--- src/rtl/l1_dcache_wb_if.sv ---
// l1_dcache_wb_if: CPU-side request bundle and next-level line port of the L1 data cache
interface l1_dcache_wb_if;
    logic         dcache_req;
    logic [15:0]  dcache_addr;
    logic         dcache_wr_en;
    logic [15:0]  dcache_wr_sel;
    logic [127:0] dcache_wdata;
    logic         dcache_resp;
    logic [127:0] dcache_rdata;
    logic         pmem_read;
    logic         pmem_write;
    logic [15:0]  pmem_addr;
    logic [127:0] pmem_wdata;
    logic [127:0] pmem_rdata;
    logic         pmem_resp;

    modport slave (
        input  dcache_req, dcache_addr, dcache_wr_en, dcache_wr_sel, dcache_wdata, pmem_rdata, pmem_resp,
        output dcache_resp, dcache_rdata, pmem_read, pmem_write, pmem_addr, pmem_wdata
    );

    modport master (
        output dcache_req, dcache_addr, dcache_wr_en, dcache_wr_sel, dcache_wdata, pmem_rdata, pmem_resp,
        input  dcache_resp, dcache_rdata, pmem_read, pmem_write, pmem_addr, pmem_wdata
    );
endinterface

--- src/rtl/l1_dcache_wb.sv ---
// l1_dcache_wb: direct-mapped write-back write-allocate L1 dcache; DCACHE_PERF_EN adds hit/miss counters
module l1_dcache_wb #(
    parameter int NUM_SETS   = 8,
    parameter int LINE_BYTES = 16
) (
    input  logic clk,
    input  logic rst_n,
    l1_dcache_wb_if.slave bus
`ifdef DCACHE_PERF_EN
    ,
    output logic [15:0] perf_hits,
    output logic [15:0] perf_misses
`endif
);
    localparam int IW = $clog2(NUM_SETS);
    localparam int TW = 12 - IW;

    typedef enum logic [1:0] {IDLE, LOOKUP, WRITEBACK, FILL} state_t;

    state_t              state_q, state_d;
    logic [NUM_SETS-1:0] valid_q, valid_d, dirty_q, dirty_d;
    logic [TW-1:0]       tag_q [NUM_SETS];
    logic [127:0]        data_q [NUM_SETS];
    logic                resp_q, resp_d, rd_q, rd_d, wr_q, wr_d;
    logic [127:0]        rdata_q, rdata_d, wdata_q, wdata_d;
    logic [15:0]         paddr_q, paddr_d;
`ifdef DCACHE_PERF_EN
    logic [15:0]         hits_q, hits_d, misses_q, misses_d;
`endif

    logic [IW-1:0] idx;
    logic [TW-1:0] rtag;
    logic hit, victim_dirty, start, miss, lk_wr, wb_done, fill_done, unused_ok;

    assign idx          = bus.dcache_addr[4+IW-1:4];
    assign rtag         = bus.dcache_addr[15:4+IW];
    assign hit          = valid_q[idx] && tag_q[idx] == rtag;
    assign victim_dirty = valid_q[idx] && dirty_q[idx];
    assign start        = state_q == IDLE && bus.dcache_req;
    assign miss         = state_q == LOOKUP && !hit;
    assign lk_wr        = state_q == LOOKUP && hit && bus.dcache_wr_en;
    assign wb_done      = state_q == WRITEBACK && bus.pmem_resp;
    assign fill_done    = state_q == FILL && bus.pmem_resp;
    assign unused_ok    = &{1'b0, bus.dcache_addr[3:0]};

    assign bus.dcache_resp  = resp_q;
    assign bus.dcache_rdata = rdata_q;
    assign bus.pmem_read    = rd_q;
    assign bus.pmem_write   = wr_q;
    assign bus.pmem_addr    = paddr_q;
    assign bus.pmem_wdata   = wdata_q;
`ifdef DCACHE_PERF_EN
    assign perf_hits   = hits_q;
    assign perf_misses = misses_q;
`endif

    // next-state, registered outputs (resp is decided one edge early so it is high during LOOKUP) and line status
    always_comb begin
        state_d = state_q;
        valid_d = valid_q;
        dirty_d = dirty_q;
        resp_d  = (start && hit) || fill_done;
        rdata_d = start ? data_q[idx] : fill_done ? bus.pmem_rdata : rdata_q;
        rd_d    = (miss && !victim_dirty) || wb_done || (state_q == FILL && !bus.pmem_resp);
        wr_d    = (miss && victim_dirty) || (state_q == WRITEBACK && !bus.pmem_resp);
        paddr_d = (miss && victim_dirty) ? {tag_q[idx], idx, 4'h0} :
                  (miss || wb_done) ? {rtag, idx, 4'h0} : paddr_q;
        wdata_d = miss ? data_q[idx] : wdata_q;
`ifdef DCACHE_PERF_EN
        hits_d   = (start && hit && hits_q != 16'hFFFF) ? hits_q + 16'd1 : hits_q;
        misses_d = (start && !hit && misses_q != 16'hFFFF) ? misses_q + 16'd1 : misses_q;
`endif
        case (state_q)
            IDLE:      state_d = bus.dcache_req ? LOOKUP : IDLE;
            LOOKUP:    state_d = hit ? IDLE : victim_dirty ? WRITEBACK : FILL;
            WRITEBACK: state_d = bus.pmem_resp ? FILL : WRITEBACK;
            default:   state_d = bus.pmem_resp ? LOOKUP : FILL;
        endcase
        if (lk_wr) dirty_d[idx] = 1'b1;
        if (wb_done) dirty_d[idx] = 1'b0;
        if (fill_done) begin
            valid_d[idx] = 1'b1;
            dirty_d[idx] = 1'b0;
        end
    end

    // control state and outputs; reset drops everything asynchronously
    always_ff @(posedge clk or negedge rst_n) begin
        if (!rst_n) begin
            state_q  <= IDLE;
            valid_q  <= '0;
            dirty_q  <= '0;
            resp_q   <= 1'b0;
            rdata_q  <= '0;
            rd_q     <= 1'b0;
            wr_q     <= 1'b0;
            paddr_q  <= '0;
            wdata_q  <= '0;
`ifdef DCACHE_PERF_EN
            hits_q   <= '0;
            misses_q <= '0;
`endif
        end else begin
            state_q  <= state_d;
            valid_q  <= valid_d;
            dirty_q  <= dirty_d;
            resp_q   <= resp_d;
            rdata_q  <= rdata_d;
            rd_q     <= rd_d;
            wr_q     <= wr_d;
            paddr_q  <= paddr_d;
            wdata_q  <= wdata_d;
`ifdef DCACHE_PERF_EN
            hits_q   <= hits_d;
            misses_q <= misses_d;
`endif
        end
    end

    // tag/data storage: fill replaces the line, a write hit merges the selected bytes
    always_ff @(posedge clk) begin
        if (fill_done) begin
            data_q[idx] <= bus.pmem_rdata;
            tag_q[idx]  <= rtag;
        end else if (lk_wr) begin
            for (int i = 0; i < LINE_BYTES; i++)
                if (bus.dcache_wr_sel[i]) data_q[idx][8*i +: 8] <= bus.dcache_wdata[8*i +: 8];
        end
    end
endmodule

--- src/flat_wrapper.sv ---
// flat-port wrapper written by rule: the top's interface ports become plain ports
module l1_dcache_wb_flat 
#(
    parameter int NUM_SETS   = 8,
    parameter int LINE_BYTES = 16
)
  (clk, rst_n, bus_dcache_req, bus_dcache_addr, bus_dcache_wr_en, bus_dcache_wr_sel, bus_dcache_wdata, bus_pmem_rdata, bus_pmem_resp, bus_dcache_resp, bus_dcache_rdata, bus_pmem_read, bus_pmem_write, bus_pmem_addr, bus_pmem_wdata);
  l1_dcache_wb_if bus_i ();
  input  logic clk;
  input  logic rst_n;
  input wire logic [$bits(bus_i.dcache_req)-1:0] bus_dcache_req;
  input wire logic [$bits(bus_i.dcache_addr)-1:0] bus_dcache_addr;
  input wire logic [$bits(bus_i.dcache_wr_en)-1:0] bus_dcache_wr_en;
  input wire logic [$bits(bus_i.dcache_wr_sel)-1:0] bus_dcache_wr_sel;
  input wire logic [$bits(bus_i.dcache_wdata)-1:0] bus_dcache_wdata;
  input wire logic [$bits(bus_i.pmem_rdata)-1:0] bus_pmem_rdata;
  input wire logic [$bits(bus_i.pmem_resp)-1:0] bus_pmem_resp;
  output wire logic [$bits(bus_i.dcache_resp)-1:0] bus_dcache_resp;
  output wire logic [$bits(bus_i.dcache_rdata)-1:0] bus_dcache_rdata;
  output wire logic [$bits(bus_i.pmem_read)-1:0] bus_pmem_read;
  output wire logic [$bits(bus_i.pmem_write)-1:0] bus_pmem_write;
  output wire logic [$bits(bus_i.pmem_addr)-1:0] bus_pmem_addr;
  output wire logic [$bits(bus_i.pmem_wdata)-1:0] bus_pmem_wdata;
  assign bus_i.dcache_req = bus_dcache_req;
  assign bus_i.dcache_addr = bus_dcache_addr;
  assign bus_i.dcache_wr_en = bus_dcache_wr_en;
  assign bus_i.dcache_wr_sel = bus_dcache_wr_sel;
  assign bus_i.dcache_wdata = bus_dcache_wdata;
  assign bus_i.pmem_rdata = bus_pmem_rdata;
  assign bus_i.pmem_resp = bus_pmem_resp;
  assign bus_dcache_resp = bus_i.dcache_resp;
  assign bus_dcache_rdata = bus_i.dcache_rdata;
  assign bus_pmem_read = bus_i.pmem_read;
  assign bus_pmem_write = bus_i.pmem_write;
  assign bus_pmem_addr = bus_i.pmem_addr;
  assign bus_pmem_wdata = bus_i.pmem_wdata;
  l1_dcache_wb #(.NUM_SETS(NUM_SETS), .LINE_BYTES(LINE_BYTES)) u_core (.clk(clk), .rst_n(rst_n), .bus(bus_i));
endmodule
--- config.mk ---
export PLATFORM = sky130hd
export DESIGN_NAME = l1_dcache_wb_flat
export DESIGN_NICKNAME = d
export VERILOG_FILES = /design/src/rtl/l1_dcache_wb_if.sv /design/src/rtl/l1_dcache_wb.sv /design/src/flat_wrapper.sv
export SDC_FILE = /design/constraint.sdc
export NUM_CORES = 2
export LEC_CHECK = 0
export ABC_AREA = 1
export CAP_MARGIN = 20
export CORE_MARGIN = 2
export CORE_UTILIZATION = 55
export CTS_CLUSTER_SIZE = 24
export DETAILED_ROUTE_END_ITERATION = 10
export GPL_ROUTABILITY_DRIVEN = 0
export PLACE_DENSITY = 0.78
export SLEW_MARGIN = 20
export SYNTH_ARGS = -nofsm -noshare
export SYNTH_HDL_FRONTEND = slang
export SYNTH_SLANG_ARGS = --single-unit
--- constraint.sdc ---
create_clock -name clk -period 3.3 [get_ports clk]
set_input_delay 0.33 -clock clk [delete_from_list [all_inputs] [get_ports clk]]
set_output_delay 0.33 -clock clk [all_outputs]
set_load 0.005 [all_outputs]
; Word level (Yosys, flattened, before mapping)
; Memory sizes are Yosys's and may differ from the RTL's.
; Cells that the tools add are included.
[totals]
register_bits = 293
ram_bits = 1096
out_inout_bits = 275
elab_cells = 164
n_memories = 2
[op_classes]
n_lt_le_gt_ge = 2
n_eq_ne = 4
muxes = 101
bitwise = 21
reduce_logical = 25
[memory_table]
columns = name, depth, width, rd, rd_clocked_by_memory_dff, write_ports, line
row1 = u_core.data_q, 8, 128, 1, 0, 1, l1_dcache_wb.sv:23  ; logic [127:0] data_q [NUM_SETS];
row2 = u_core.tag_q, 8, 9, 1, 0, 1, l1_dcache_wb.sv:22  ; logic [TW-1:0] tag_q [NUM_SETS];
[op_table]
columns = op, n
row1 = $mux W128, 2
row2 = $mux W8, 19
row3 = $mux W1, 72
row4 = $mux W16, 2
row5 = $and A8 B8 Y8, 2
row6 = $or A1 B1 Y1, 16
row7 = $or A8 B8 Y8, 2
row8 = $logic_and A1 B1 Y1, 14
row9 = $eq A9 B9 Y1, 1
row10 = $not A8 Y8, 1
row11 = $bmux W1 S3, 2
row12 = $pmux W2 S3, 1
row13 = $logic_or A1 B1 Y1, 5
row14 = $eq A2 B2 Y1 const B, 2
row15 = $lt A3 B4 Y1 const B, 1
row16 = $mux W2, 2
row17 = $reduce_bool A2 Y1, 2
row18 = $demux W1 S3, 1
row19 = $ge A3 B1 Y1 const B, 1
row20 = $logic_not A1 Y1, 3
row21 = $eq A2 B1 Y1 const B, 1
row22 = $logic_not A2 Y1, 1

; Logic depth before layout (Yosys ltp)
[logic_depth]
ltp_word = 10
depth_mapped = 21
ltp_nobuf = 17

; Worst setup path after synthesis
; OpenSTA, ideal clock, no wires.
[synth_path]
kind = input to register
from = input bus_dcache_addr[4]
to = memory u_core.data_q[7][10], enable pin
arrival_ps = 2407
slack_ps = 518
stages = 14
cell_sequence = buf_6 buf_2 buf_4 o21ai_0 nand2_1 nand2_1 nand2_1 nand2_1 nand4_2 nor2_8 buf_6 nand3_4 buf_6 a21oi_1
[synth_between]
elab_chain_cells = 9
[synth_lines]
columns = item, line
row1 = from (decl), flat_wrapper.sv:12  ; input wire logic [$bits(bus_i.dcache_addr)-1:0] bus_dcache_addr;
row2 = $mem_v2 Z8 W9 or $bmux W1 S3 (tied branches), n/a
row3 = $eq A9 B9 Y1 or $mux W1 (tied branches), l1_dcache_wb.sv:37  ; assign hit = valid_q[idx] && tag_q[idx] == rtag;
row4 = $logic_and A1 B1 Y1, l1_dcache_wb.sv:37
row5 = $logic_and A1 B1 Y1 (2 in series), l1_dcache_wb.sv:41  ; assign lk_wr = state_q == LOOKUP && hit && bus.dcache_wr_en;
row6 = $mux W1, l1_dcache_wb.sv:125  ; end else if (lk_wr) begin
row7 = $mux W1, l1_dcache_wb.sv:122  ; if (fill_done) begin
row8 = $mux W1 (not written as such), l1_dcache_wb.sv:127  ; if (bus.dcache_wr_sel[i]) data_q[idx][8*i +: 8] <= bus.dcache_wdata[8*i +: 8];
row9 = $or A1 B1 Y1 (no line), n/a
row10 = to (decl), l1_dcache_wb.sv:23
; Several ways; a longest one is shown, not always the timed one. The select of a mux whose other input is x is not followed.

; Worst setup path in the final report
[layout_path]
from = memory u_core.tag_q[0][2] (netlist name)
to = memory u_core.data_q[2][124] (data pin)
[layout_between]
elab_chain_cells = 9
[layout_lines]
columns = item, line
row1 = from (decl), l1_dcache_wb.sv:22
row2 = $mem_v2 Z8 W9, n/a
row3 = $eq A9 B9 Y1, l1_dcache_wb.sv:37
row4 = $logic_and A1 B1 Y1, l1_dcache_wb.sv:37
row5 = $logic_and A1 B1 Y1 (2 in series), l1_dcache_wb.sv:41
row6 = $mux W1, l1_dcache_wb.sv:125
row7 = $mux W1, l1_dcache_wb.sv:122
row8 = $mux W1 (not written as such), l1_dcache_wb.sv:127
row9 = $mux W8 (no line), n/a
; Every way passes these cells.

==> impl_metrics.csv <==
group,metric,value,unit
status,status,"finished, final reports clean",
placement,dp_hpwl,100800,um
finish,layout.nets,5600,
global_route,antenna_found_initial,0,
timing,tns,0,ns
cts,clk_latency,0.76,ns
global_route,grt_pass1_wl,234300,um
critical_path,worstSetupPathType,"flop to flop",
logic_synthesis,synth_commonest_cells,"nand2_1, edfxtp_1, dfrtp_1, o21ai_0, inv_1",
cts,cts_root_buffer,"clkbuf_16",
cts,cts_resized,0,
global_route,grt_max_degree,131,
timing,hold_viol_final,0,
detailed_routing,via_per_inst,5.920,
logic_synthesis,synth_cell_types,41,
floorplanning,dieArea,103500,um^2
logic_synthesis,synth_seq_area_share,0.7234,
logic_synthesis,ys_ff_latch,1385,
logic_synthesis,dominantRegCellSynth,"edfxtp_1",
min_path,hold_path.class,"input port to flop",
cts,h-tree-depth,4,
placement,portBuffers,559,
timing,period_share,0.8961,
logic_synthesis,yosysTopAreaCellShare,0.5931,
cts,numCtsBuffers,137,
global_route,grt_use_total,0.2998,
critical_path,critPathMaxFanout,8,
logic_synthesis,yosysTopAreaCell,"edfxtp_1",
floorplanning,placementRows,116,
floorplanning,dieHeight,321.6,um
logic_synthesis,netlist_area,55490,um^2
cts,cts_tree,"done",
detailed_routing,ant_nets,0,
timing,grt_setup_unrepaired,"false",
floorplanning,die_w,321.6,um
finish,final_layout_size_suffix_gt1_frac,0.1636,
logic_synthesis,synth_edf_count,1096,
detailed_routing,vias,39779,
floorplanning,core_area,100000,um^2
cts,clock_sinks,1385,
timing,clock-skew-final,0.02874,ns
job,drv_cap,0,
cts,clkTransAtPathRegs,0.06,ns
power_and_ir_drop,ir_worst_vdd,0.5965,mV
timing,max_freq,0.3382,GHz
critical_path,cp-start-kind,"flop",
timing,hold_slack,0.1128,ns
timing,worst_pin_slew,1.010,ns
floorplanning,initial_core_util,0.5549,
finish,utilization,0.7017,
placement,place_inst,6465,
power_and_ir_drop,power_leakage,26.92,nW
detailed_routing,detail_route.wl_per_cell,23.29,um
timing,timing.final.max_slew_violations,0,
cts,clk_path_buf_depth,3,
finish,diodes,0,
detailed_routing,wl,156500,um
logic_synthesis,syn_area_per_cell,12.50,um^2
detailed_routing,drt_first_iter_violations,3954,
finish,area_delta_synth_final,26.45,%
global_route,grt_pass1_vias,40119,
critical_path,required,3.74,ns
logic_synthesis,synth.top_cells.by_area,"edfxtp_1, dfrtp_1, nand2_1",
logic_synthesis,syn_inst,4438,
floorplanning,pin_count,568,
timing,fin_crit,2.957,ns
finish,layoutNonFillerInstCount,6719,
detailed_routing,remaining_drc_errors,0,
timing,setup_viol,0,
timing,maxSlewHeadroom,0.3266,
detailed_routing,firstDrtPassIters,6,
global_route,gr-total-overflow,0,
logic_synthesis,synth.most_common_cell,"nand2_1",
logic_synthesis,synth_warnings,0,
critical_path,crit_arrival,3.40,ns
critical_path,critPathCaptureType,"flop",
power_and_ir_drop,power_density,686.3,nW/um^2
logic_synthesis,async_flop_share,0.2087,
cell type report:
class | instances | area, um^2
flip-flops and latches | 1385 | 40140
fillers | 6589 | 29830
multi-input cells | 2512 | 13080
repair buffers | 1008 | 9920
clock buffers | 178 | 3726
well taps | 1298 | 1624
inverters | 263 | 1002
clock inverters | 75 | 673.1
registers in the layout, summed over array words and instances (netlist names):
register                 cells
u_core.valid_q               8
u_core.bus.pmem_write        1
u_core.bus.pmem_addr        12
u_core.tag_q                72
u_core.data_q             1024
u_core.bus.pmem_read         1
u_core.bus.dcache_rdata    128
u_core.dirty_q               8
u_core.bus.dcache_resp       1
u_core.bus.pmem_wdata      128
u_core.state_q               2
final timing paths:
check / cells past startpoint / slack [ns] / end / from
worst min-delay path: 3 / 0.11 / u_core.bus.pmem_addr[4] / bus_dcache_addr[4]
worst max-delay path: 13 / 0.34 / u_core.data_q[2][124] / u_core.tag_q[0][2]
worst max register to register: 13 / 0.34 / u_core.data_q[2][124] / u_core.tag_q[0][2]
min in group asynchronous: 2 / 0.20 / u_core.bus.pmem_wdata[105] / rst_n
worst min register to register: 1 / 0.47 / u_core.valid_q[7] / u_core.valid_q[7]
max in group asynchronous: 3 / 2.12 / u_core.bus.pmem_wdata[47] / rst_n
cells by family after synthesis:
| family | Yosys count | share of synthesized area |
|---|---|---|
| AO/OA/AOI/OAI | 945 | 0.1178 |
| buffers and inverters | 544 | 0.04259 |
| flip-flops | 1385 | 0.7234 |
| other | 1 | 0.00006758 |
| AND/OR/NAND/NOR | 1563 | 0.1161 |
power breakdown:
part,switching [mW],total (mW),leakage [nW],internal (mW)
clock,6.67,15.2,2.13,8.56
sequential,1.13,22.1,13.4,21.0
combinational,5.84,10.8,11.4,4.97
critical path: stages, from the launching register on:
cell and delay (ns):
edfxtp_1 0.37, or2_2 0.28, nand3_1 0.07, nand2_1 0.09, nor2_2 0.13, nand2_1 0.06, nand2_1 0.09, nand2_1 0.06
nor2_1 0.11, nand2_1 0.14, nor2_8 0.23, buf_12 0.19, nand3_2 0.19, o21ai_0 0.64
per-layer routing:
metal,track usage,share of wire,vias up
li1,-,-,17579
met1,0.3855,0.38,19707
met2,0.5103,0.50,2164
met3,0.05263,0.087,329
met4,0.1150,0.033,0
met5,0,0,-
repair_timing:
| action | in CTS | in global routing |
|---|---|---|
| setup buffers | 0 | 0 |
| endpoints found under the setup margin | 0 | 0 |
| endpoints found under the hold margin | 85 | 0 |
| hold buffers | 1 | 0 |
placed cells by master (no fill, tap or decap), types with 4 or more instances in the layout:
cell and n:
clkbuf_8 8, clkbuf_1 30, o21ai_1 24, o21ai_0 266, inv_16 5, nand2_1 1176, inv_4 6, nand3_2 4
a221oi_1 132, nor2_1 182, buf_4 372, o21ai_2 80, dfrtp_1 289, a22o_1 88, clkinv_1 19, o22ai_1 4
a21oi_1 129, bufinv_16 6, or2_2 6, inv_1 246, clkbuf_16 140, nand3_4 13, inv_2 9, nor2_4 6
conb_1 4, clkinvlp_4 12, edfxtp_1 1096, buf_12 76, nand4_1 97, inv_6 8, nand3_1 62, a21boi_0 4
a22oi_1 117, clkdlybuf4s50_1 557, nor2_2 4, a21oi_2 95, clkinv_2 22
through the flow:
step                power (mW)  worst slack [ns]  cell area [um^2]
detailed placement       33.10           -0.2911             65760
floorplan                26.67            0.5178             55500
CTS                      48.24            0.3672             70170
global route             49.97           0.09677             70170
global placement         32.72           -0.2597             65760
finish                   48.16            0.3429             70170
(Power assumes the default switching activity.)
